File: src/rtl/alu_arbiter_pkg.sv
// Shared types and constants for the ALU request arbiter.
package alu_arbiter_pkg;

  typedef enum logic [1:0] {
    StIdle,
    StIssue,
    StResp
  } state_e;

  localparam logic [2:0] OP_NOP = 3'b000;
  localparam logic [2:0] OP_ADD = 3'b001;
  localparam logic [2:0] OP_AND = 3'b010;
  localparam logic [2:0] OP_XOR = 3'b011;
  localparam logic [2:0] OP_MUL = 3'b100;

  localparam int unsigned DRAIN_CYCLES = 4;

endpackage

File: src/rtl/rr_arbiter.sv
// Combinational round-robin picker: first asserted request at or after i_ptr.
module rr_arbiter #(
  parameter int unsigned NUM_REQ = 4,
  parameter int unsigned IDX_W   = $clog2(NUM_REQ)
) (
  input  logic [NUM_REQ-1:0] i_req,
  input  logic [IDX_W-1:0]   i_ptr,
  input  logic               i_en,
  output logic [NUM_REQ-1:0] o_grant,
  output logic [IDX_W-1:0]   o_idx,
  output logic               o_valid
);

  always_comb begin
    logic [IDX_W-1:0] w_j;
    o_grant = '0;
    o_idx   = '0;
    o_valid = 1'b0;
    w_j     = '0;
    for (int unsigned k = 0; k < NUM_REQ; k++) begin
      w_j = IDX_W'((32'(i_ptr) + k) % NUM_REQ);
      if (i_en && !o_valid && i_req[w_j]) begin
        o_grant[w_j] = 1'b1;
        o_idx        = w_j;
        o_valid      = 1'b1;
      end
    end
  end

endmodule

File: src/rtl/alu_arbiter.sv
// Arbitrates NUM_REQ requesters onto one multi-cycle ALU, with timeout and
// a post-issue drain window that masks stale alu_done pulses.
module alu_arbiter
  import alu_arbiter_pkg::*;
#(
  parameter int unsigned NUM_REQ = 4,
  parameter int unsigned TIMEOUT = 15
) (
  input  logic                         i_clk,
  input  logic                         i_rst_n,
  input  logic [NUM_REQ-1:0]           i_req_valid,
  input  logic [3*NUM_REQ-1:0]         i_req_op,
  input  logic [8*NUM_REQ-1:0]         i_req_a,
  input  logic [8*NUM_REQ-1:0]         i_req_b,
  output logic [NUM_REQ-1:0]           o_req_ready,
  output logic                         o_rsp_valid,
  input  logic                         i_rsp_ready,
  output logic [$clog2(NUM_REQ)-1:0]   o_rsp_id,
  output logic [15:0]                  o_rsp_result,
  output logic                         o_rsp_timeout,
  output logic [7:0]                   o_alu_a,
  output logic [7:0]                   o_alu_b,
  output logic [2:0]                   o_alu_op,
  output logic                         o_alu_start,
  input  logic                         i_alu_done,
  input  logic [15:0]                  i_alu_result,
  output logic                         o_busy
);

  localparam int unsigned IDX_W = $clog2(NUM_REQ);
  localparam int unsigned TMR_W = $clog2(TIMEOUT + 1);

  state_e             r_state, w_state_d;
  logic [IDX_W-1:0]   r_ptr;
  logic [2:0]         r_drain;
  logic [TMR_W-1:0]   r_timer;
  logic [IDX_W-1:0]   r_id;
  logic [15:0]        r_result;
  logic               r_timeout;
  logic [7:0]         r_alu_a, r_alu_b;
  logic [2:0]         r_alu_op;

  logic [NUM_REQ-1:0] w_grant;
  logic [IDX_W-1:0]   w_gnt_idx;
  logic               w_gnt_valid;
  logic               w_gnt_en;
  logic [2:0]         w_gnt_op;
  logic [7:0]         w_gnt_a, w_gnt_b;
  logic               w_done;
  logic               w_timeout;

  // Gating with reset keeps req_ready low while reset is held.
  assign w_gnt_en = (r_state == StIdle) && (r_drain == 3'd0) && i_rst_n;

  rr_arbiter #(
    .NUM_REQ (NUM_REQ),
    .IDX_W   (IDX_W)
  ) u_rr (
    .i_req   (i_req_valid),
    .i_ptr   (r_ptr),
    .i_en    (w_gnt_en),
    .o_grant (w_grant),
    .o_idx   (w_gnt_idx),
    .o_valid (w_gnt_valid)
  );

  always_comb begin
    w_gnt_op = '0;
    w_gnt_a  = '0;
    w_gnt_b  = '0;
    for (int unsigned i = 0; i < NUM_REQ; i++) begin
      if (w_grant[i]) begin
        w_gnt_op = i_req_op[3*i +: 3];
        w_gnt_a  = i_req_a[8*i +: 8];
        w_gnt_b  = i_req_b[8*i +: 8];
      end
    end
  end

  assign w_done    = (r_state == StIssue) && i_alu_done && (r_drain == 3'd0);
  assign w_timeout = (r_state == StIssue) && !w_done && (r_timer == TMR_W'(TIMEOUT - 1));

  always_ff @(posedge i_clk or negedge i_rst_n) begin
    if (!i_rst_n) begin
      r_state <= StIdle;
    end else begin
      r_state <= w_state_d;
    end
  end

  always_comb begin
    w_state_d = r_state;
    unique case (r_state)
      StIdle:  if (w_gnt_valid) w_state_d = (w_gnt_op == OP_NOP) ? StResp : StIssue;
      StIssue: if (w_done || w_timeout) w_state_d = StResp;
      StResp:  if (i_rsp_ready) w_state_d = StIdle;
      default: w_state_d = StIdle;
    endcase
  end

  always_comb begin
    o_alu_start = (r_state == StIssue);
    o_rsp_valid = (r_state == StResp);
    o_busy      = (r_state != StIdle);
  end

  always_ff @(posedge i_clk or negedge i_rst_n) begin
    if (!i_rst_n) begin
      r_ptr     <= '0;
      r_drain   <= '0;
      r_timer   <= '0;
      r_id      <= '0;
      r_result  <= '0;
      r_timeout <= 1'b0;
      r_alu_a   <= '0;
      r_alu_b   <= '0;
      r_alu_op  <= '0;
    end else begin
      r_timer <= (r_state == StIssue) ? r_timer + 1'b1 : '0;

      if (w_done || w_timeout) begin
        r_drain <= 3'(DRAIN_CYCLES);
      end else if (r_drain != 3'd0) begin
        r_drain <= r_drain - 3'd1;
      end

      if (w_gnt_valid) begin
        r_id  <= w_gnt_idx;
        r_ptr <= (w_gnt_idx == IDX_W'(NUM_REQ - 1)) ? '0 : w_gnt_idx + 1'b1;
        if (w_gnt_op == OP_NOP) begin
          r_result  <= '0;
          r_timeout <= 1'b0;
        end else begin
          // ALU operand registers only change when an op is actually issued.
          r_alu_op <= w_gnt_op;
          r_alu_a  <= w_gnt_a;
          r_alu_b  <= w_gnt_b;
        end
      end

      if (w_done) begin
        r_result  <= i_alu_result;
        r_timeout <= 1'b0;
      end else if (w_timeout) begin
        r_result  <= '0;
        r_timeout <= 1'b1;
      end
    end
  end

  assign o_req_ready   = w_grant;
  assign o_rsp_id      = r_id;
  assign o_rsp_result  = r_result;
  assign o_rsp_timeout = r_timeout;
  assign o_alu_a       = r_alu_a;
  assign o_alu_b       = r_alu_b;
  assign o_alu_op      = r_alu_op;

endmodule

File: config.mk
export PLATFORM = sky130hd
export DESIGN_NAME = alu_arbiter
export DESIGN_NICKNAME = d
export VERILOG_FILES = /design/src/rtl/alu_arbiter_pkg.sv /design/src/rtl/rr_arbiter.sv /design/src/rtl/alu_arbiter.sv
export SDC_FILE = /design/constraint.sdc
export NUM_CORES = 1
export LEC_CHECK = 0
export CAP_MARGIN = 0
export CORE_MARGIN = 2
export CORE_UTILIZATION = 68
export DETAILED_ROUTE_END_ITERATION = 7
export DONT_BUFFER_PORTS = 1
export GPL_TIMING_DRIVEN = 0
export PLACE_DENSITY = 0.88
export REMOVE_ABC_BUFFERS = 1
export SLEW_MARGIN = 20
export SYNTH_ARGS = -nofsm -noshare
export SYNTH_HDL_FRONTEND = slang
export SYNTH_SLANG_ARGS = --single-unit
File: constraint.sdc
create_clock -name i_clk -period 8.5 [get_ports i_clk]
set_clock_uncertainty 0.1 [all_clocks]
set_input_delay 1.7 -clock i_clk [delete_from_list [all_inputs] [get_ports i_clk]]
set_output_delay 1.7 -clock i_clk [all_outputs]
set_load 0.02 [all_outputs]
## Yosys cells after proc, flatten, opt, wreduce, memory -nomap -nowiden

Cells that the tools add are included.

| word-level totals | value |
|---|---|
| bits in registers | 49 |
| output and inout bits | 45 |
| word-level logic and storage cells | 125 |

| cells by class | value |
|---|---|
| add/subtract/negate cells | 6 |
| order comparisons | 8 |
| equal/unequal tests | 7 |
| muxes and demuxes | 57 |
| bitwise operators | 4 |
| reduce and logical (&&, ||, !) cells | 33 |

Operators by type and width:

| kind | number |
|---|---|
| 16-bit 2-to-1 mux | 4 |
| 8-bit 2-to-1 mux | 8 |
| 4-bit 2-to-1 mux | 5 |
| 2-bit 2-to-1 mux | 9 |
| 3-bit 2-to-1 mux | 6 |
| 1-bit logical AND | 17 |
| 1-bit 2-to-1 mux | 16 |
| 2-bit by 3-bit less-than comparator with 1-bit output (second input constant) | 4 |
| 4-bit OR | 3 |
| 3-bit nonzero test | 3 |
| 1-bit binary-select mux with 2-bit select | 4 |
| 1-bit demux with 2-bit select | 4 |
| 2-bit by 1-bit greater-or-equal comparator with 1-bit output (second input constant) | 4 |
| 3-bit zero test | 2 |
| 2-bit by 1-bit != test with 1-bit output (second input constant) | 3 |
| 2-bit case mux with 3 select lines | 1 |
| 2-bit by 1-bit adder with 2-bit output (second input constant) | 2 |
| 2-bit adder (second input constant) | 2 |
| 4-bit by 1-bit adder with 4-bit output (second input constant) | 1 |
| 2-bit equality test (second input constant) | 2 |
| 4-bit equality test (second input constant) | 1 |
| 1-bit zero test | 4 |
| 2-bit AND reduction | 2 |
| 2-bit nonzero test | 2 |
| 6 further kinds | 6 |

## Depth between registers and ports, before layout

Gate-level depths: netlist of run 1.

| depth | value |
|---|---|
| word-level depth | 26 |
| depth in mapped cells | 15 |

## By module

From an unflattened synthesis of run 1, not the netlist that was laid out.

| second synthesis, totals | value |
|---|---|
| cell total of the unflattened synthesis | 326 |
| area total of the unflattened synthesis | 3121.7 um^2 |

Modules (own cells, without submodules):

| module | instances | cells an instance | area an instance (um^2) | seq. area each (um^2) |
|---|---|---|---|---|
| alu_arbiter | 1 | 260 | 2557.5 | 1226.2 |
| rr_arbiter | 1 | 66 | 564.3 | 0.0 |

## Worst setup path after synthesis of run 1

Ideal clock, no wire load.

| timing path | value |
|---|---|
| kind | in2out |
| from | input port i_req_valid[2] |
| to | output port o_req_ready[1] |
| data arrival time | 3630 ps |
| required time | 6700 ps |
| slack | 3070 ps |
| stages on the path | 7 |
| buffers on the path | 3 |
| path through | clkbuf_1 mux4_2 nor4_1 and4bb_2 or3_1 buf_2 clkbuf_1 |

| between the ends | value |
|---|---|
| cells in the longest elaborated chain, start to end | 16 |
| elaborated cells on any way between the ends | 28 |
| those cells by class | mux (15); bitwise (3); reduce/logical (10) |

RTL lines:

| element | line | RTL |
|---|---|---|
| start: declaration | alu_arbiter.sv:11 | `input logic [NUM_REQ-1:0] i_req_valid,` |
| 1-bit binary-select mux with 2-bit select | rr_arbiter.sv:22 | `if (i_en && !o_valid && i_req[w_j]) begin` |
| 1-bit 2-to-1 mux (not written as such) | rr_arbiter.sv:22 |  |
| 1-bit logical AND | rr_arbiter.sv:22 |  |
| 1-bit 2-to-1 mux | rr_arbiter.sv:22 |  |
| 1-bit zero test | rr_arbiter.sv:22 |  |
| 1-bit logical AND (2 in a row) | rr_arbiter.sv:22 |  |
| 1-bit 2-to-1 mux | rr_arbiter.sv:22 |  |
| 1-bit zero test | rr_arbiter.sv:22 |  |
| 1-bit logical AND (2 in a row) | rr_arbiter.sv:22 |  |
| 1-bit 2-to-1 mux | rr_arbiter.sv:22 |  |
| 1-bit zero test | rr_arbiter.sv:22 |  |
| 1-bit logical AND (2 in a row) | rr_arbiter.sv:22 |  |
| 4-bit 2-to-1 mux * | rr_arbiter.sv:22 |  |
| end: declaration | alu_arbiter.sv:15 | `output logic [NUM_REQ-1:0] o_req_ready,` |

Mark *: on every way between the ends. The rest lies on a longest branch, timed or not. The select of a mux whose other input is x is not followed.

==> metrics, run 1 <==
CTS H-tree lvls=2; diode count=0; Die Ht=between 70 and 80 um; crit-path most repeated cell=inv_1; area leader, netlist=dfrtp_1; PwrDens=about 360 nW/um^2; Total Power=about 1.1 mW; Starting Density=71.0%; Fillers=approximately 320; All-Layer GR Usage=between 20% and 30%; Post-Synthesis Cells=around 330; mux cell area share after synthesis=12.5%; wire per inst=19.2 um; data required time of the worst path=~6.7 ns; die area=just over 5000 um^2; CTS Sinks=approximately 50; Finished Layout Cells=~380; cts bufs inserted=5; R2R cell count=10; Unique masters post-synth=50; sequential power share=45.8%; CTS tree=built; hold_buf cts=0; synth warn=0; hold path depth=1; core area=about 4400 um^2; post-CTS resize count=0; clock slew at reported path FFs=roughly 0.090 ns; register area share after synthesis=about two fifths; NetSw=521 uW; Via density=approximately 6.7; Layout Nets=~440; post-route ant nets=0; Crit. End Element=primary output; final WL=between 7000 and 8000 um; Synth Area in Compound Gates=21.8%; Hold Path Class=flip-flop to flip-flop; Storage cell area=1230 um^2; setup TNS=0 ns; Critical-path top delay cell=dfrtp_1; XOR/XNOR Fraction of Synth Area=under 10%; crit start category=flip-flop; fmax=roughly 170 MHz; critical path fanouts, max=22; most frequent cells in the layout=dfrtp_1, inv_1, nor2_1, nand2_1; first-pass GRT wire length=approximately 12,000 um; Final Max Slew Viols=0; RSZ-0062 raised after global routing=no; CP Buf/Inv Count=2; CTS Buffer Depth=2; Simple-Gate Fraction of Synth Area=between 10 and 15%; vias in the first global route=approximately 2,500; Main synth FF type=dfrtp_1; maximum VDD drop=~0.00017 V; status=finished clean; # DRC=0; Synth area leaders=dfrtp_1, a221oi_1, inv_1, mux2_2, nor2_1; max incr delay on CP=~0.80 ns; FP Rows=24; P_int=approximately 600 uW; CTS root buf=clkbuf_8; Layout area overhead=2.33%; initial antenna violation count=0; worst-margin pin slew=between 1 and 1.5 ns; Period Utilization, post-route=between 60% and 70%; routed vias=2,540; commonest non-fill, non-tap cell in the layout=dfrtp_1; drt first pass iters=4; DRT iter0 DRCs=about 150; Post-synth ARST share=100%; Post-Syn Area=between 3000 and 4000 um^2; combinational power share=between 40% and 50%; Setup CP Type=flip-flop to primary output; clock latency at the later pin of the worst-skew pair=roughly 0.29 ns; Tmin final=5.73 ns; I/O Buffers=0; syn avg cell area=9.32 um^2; boundary pin count=145; Clk pwr share=11.8%; CP arrival=a little under 4 ns; switching power share of the total=between 40% and 50%; total gr overflow=0; Crit. path cell count=6; Die Span X=approximately 72 um; Slew headroom=a little under a third; Post-synth EDFFs=0; placed cells=370; FF+latch count, synth=between 40 and 50; largest family of logic cells by synthesized area=compound AO/OA/AOI/OAI gates; crit-path leading delay family=compound AO/OA/AOI/OAI gates; hpwl dp=about 5400 um; Post-CTS Setup Bufs=0; Pleak=approximately 1.4 nW; Synth top area share=about 39%; largest net degree at the start of global routing=52; Setup-failing EPs final=0; Fin. Hold Viols=0; layout cell share with drive strength beyond 1=between 10% and 20%; Multi-input gate area=1670 um^2; GPL Wtd Cong=0.919; adder-cell share of the synthesized area=between 4 and 5%; Max Cap Viol=0; worst path cell trace=inv_1, ha_1, mux4_2, a211oi_1, o32a_1, inv_1
power by group through the flow:
| stage | logic [mW] | registers [mW] | clock network, mW |
|---|---|---|---|
| after floorplan | 0.403 | 0.496 | 0 |
| after global placement | 0.462 | 0.523 | 0 |
| after detailed placement | 0.480 | 0.523 | 0 |
| after CTS | 0.481 | 0.521 | 0.136 |
| after global routing | 0.539 | 0.535 | 0.148 |
| final | 0.483 | 0.521 | 0.134 |
registers in the layout, summed over array words and instances (netlist names), named ones only:
register       flops
o_alu_a            8
r_drain            3
o_rsp_id           2
o_rsp_timeout      1
r_timer            4
o_rsp_result      16
o_alu_op           3
r_state            2
o_alu_b            8
r_ptr              1
logic make-up (layout without fill, tap and decap cells):
kind of cell,count (synthesis),after routing
AO/OA/AOI/OAI,94,94
AND/OR/NAND/NOR,94,94
buffers and inverters,52,44
flip-flops,49,49
multiplexers,30,30
adder cells (fa/ha/maj),10,10
XOR/XNOR,5,5
Yosys cell counts, types with 5 or more instances:
cell and instances:
dfrtp_1 49, inv_1 36, nor2_1 35, nand2_1 31, o21ai_0 21, o22ai_1 21, a221oi_1 16, mux2_2 12
clkbuf_1 11, ha_1 10, mux2i_1 8, mux2_4 7, a211oi_1 5, nand3_1 5
per-stage QoR:
step	utilization, %	area (um^2)	setup WS, ns	hold WS, ns
6_report	72.6	3180	2.77	0.388
5_1_grt	72.6	3180	2.55	0.436
4_1_cts	72.6	3180	2.81	0.395
3_5_place_dp	70.7	3100	3.08	0.381
3_3_place_gp	70.7	3100	3.09	0.376
2_1_floorplan	-	3030	3.36	0.355
routing by layer:
metal  track usage [%]  wire length, um
met1              37.5             2920
met2              45.8             3590
met3              8.72              585
met4              9.85              153
met5                 0                0
layout make-up:
cell class | instances | area share, %
clock buffers | 6 | 2.28
clock inverters | 2 | 0.432
flip-flops and latches | 49 | 38.5
multi-input cells | 233 | 52.5
well taps | 52 | 2.04
inverters | 36 | 4.24
worst paths after layout:
check / startpoint / end / slack [ns]
setup / recovery: flip-flop / o_req_ready[3] / 2.77
hold / removal: r_timer[0] / r_timer[0] / 0.39
setup reg to reg: flip-flop / o_rsp_result[1] / 3.23
hold reg to reg: r_timer[0] / r_timer[0] / 0.39
max in group asynchronous: i_rst_n / o_alu_op[0] / 7.21
min in group asynchronous: i_rst_n / r_timer[1] / 0.99
No activity file was read; power rests on OpenSTA's default activity.
==> run 2: changes to the inputs <==
- CORE_UTILIZATION: 68 -> 58
- PLACE_DENSITY: 0.88 -> 0.8
- clock period: 8.5 -> 5.16 ns (I/O delays scaled with it)
==> run 2 against run 1 <==
Effect of this change:
- utilization is 9.6 points lower
- combinational power is 66% higher
- sequential power is 66% higher
- largest cell class unchanged
- first-iteration DRC count is 3.3% lower
- critical endpoint unchanged
- register-to-register slack worse by 3.0 ns
==> metrics, run 2 (synthesis results as in run 1) <==
wire per inst=between 15 and 20 um; Final Util=around 63%; fmax=between 200 and 250 MHz; boundary pin count=approximately 150; max reg flops=16; Layout Nets=roughly 440; Die Span X=roughly 77 um; CTS root buf=clkbuf_8; routed vias=2,568; RR Endpoint=o_alu_b[6]; # DRC=0; Fin. Hold Viols=0; Layout area overhead=4.06%; maximum VDD drop=between 0.0002 and 0.0003 V; largest net degree at the start of global routing=between 50 and 60; CTS H-tree lvls=2; Starting Density=about three fifths; data required time of the worst path=slightly above 4 ns; Hold Path Class=input port to async pin; critical path fanouts, max=22; crit start category=flip-flop; R2R cell count=10; Via density=6.48; CTS Sinks=49; All-Layer GR Usage=between 20% and 30%; commonest non-fill, non-tap cell in the layout=dfrtp_1; placed cells=about 390; Pleak=1.46 nW; Setup-failing EPs final=0; worst-margin pin slew=about 1.1 ns; final WL=roughly 7600 um; drt first pass iters=6; clock slew at reported path FFs=0.09 ns; clock latency at the later pin of the worst-skew pair=0.30 ns; I/O Buffers=0; DRT iter0 DRCs=roughly 150; cts bufs inserted=5; Final Max Slew Viols=0; Setup CP Type=flip-flop to primary output; vias in the first global route=around 2,600; setup TNS=0 ns; RSZ-0062 raised after global routing=no; layout cell share with drive strength beyond 1=11.3%; hpwl dp=about 5600 um; PwrDens=between 600 and 700 nW/um^2; most frequent cells in the layout=dfrtp_1, inv_1, nor2_1, nand2_1; initial antenna violation count=0; CTS tree=built; diode count=0; FP Rows=26; Die Ht=about 77 um; Finished Layout Cells=396; Max Cap Viol=0; core area=between 5000 and 6000 um^2; total gr overflow=0; GPL Wtd Cong=0.900; Total Power=between 1.5 and 2 mW; flop2flop setup slack=approximately 0.28 ns; CTS Buffer Depth=2; CP arrival=approximately 3.8 ns; status=finished clean; Post-CTS Setup Bufs=0; final hold slack=between 0.3 and 0.4 ns; post-route ant nets=0; Period Utilization, post-route=approximately 95%; die area=5970 um^2; Tmin final=between 4 and 5 ns; Crit. End Element=primary output; first-pass GRT wire length=12,500 um; Slew headroom=around 30%
==> run 2: cell types whose count changed in the layout (fill, tap and decap cells not counted), sizes merged <==
cell    before  now
bufinv       0    1
clkbuf       6    5
==> run 2: through the flow <==
stage | setup slack [ns] | instance area (um^2)
2_1_floorplan | 0.737 | 3030
3_3_place_gp | 0.0621 | 3120
3_5_place_dp | -0.122 | 3120
4_1_cts | 0.0220 | 3240
5_1_grt | 0.0387 | 3240
6_report | 0.263 | 3240
==> run 2: worst max-delay path by stage <==
stage          startpoint                to  slack (ns)  cells after the start
2_1_floorplan   flip-flop        o_alu_a[0]        0.74                     10
3_3_place_gp    flip-flop  o_rsp_result[11]        0.06                     10
3_5_place_dp    flip-flop  o_rsp_result[13]       -0.12                     10
6_report        flip-flop    o_req_ready[3]        0.26                      6
4_1_cts         flip-flop        o_alu_b[4]        0.02                     10
5_1_grt         flip-flop        o_alu_b[4]        0.04                     10
==> run 2: area by class of cell <==
type,count,area [um^2]
clock buffers,5,68.8
clock inverters,3,43.8
fillers,493,1900
inverters,36,135
multi-input cells,233,1680
flip-flops and latches,49,1230
well taps,70,87.6
==> run 2: per-layer routing <==
metal	GRT usage [%]	wire length, um	up-vias
li1	-	-	1180
met1	33.2	3130	1257
met2	41.5	3650	120
met3	8.35	697	11
met4	8.75	104	0
met5	0	0	-
==> run 2: worst max-delay path, cell delays in order, from the launching register on <==
cell      delay, ns
dfrtp_2        0.62
inv_1          0.24
ha_1           0.53
mux4_2         0.64
a211oi_1       0.23
o32a_1         0.78
inv_1          0.42
==> run 2: report_power, final <==
part | leakage [nW] | internal [mW] | switching, mW
clock network | 0.0585 | 0.145 | 0.133
logic | 0.763 | 0.375 | 0.428
registers | 0.641 | 0.546 | 0.319
total | 1.46 | 1.07 | 0.880
==> run 2: what timing repair did <==
| action | CTS | global route |
|---|---|---|
| cloned | 0 | 0 |
| gates resized for setup | 1 | 1 |
| endpoints found under the setup margin | 16 | 38 |
| hold buffers | 0 | 0 |
| hold endpoints to repair | 0 | 0 |
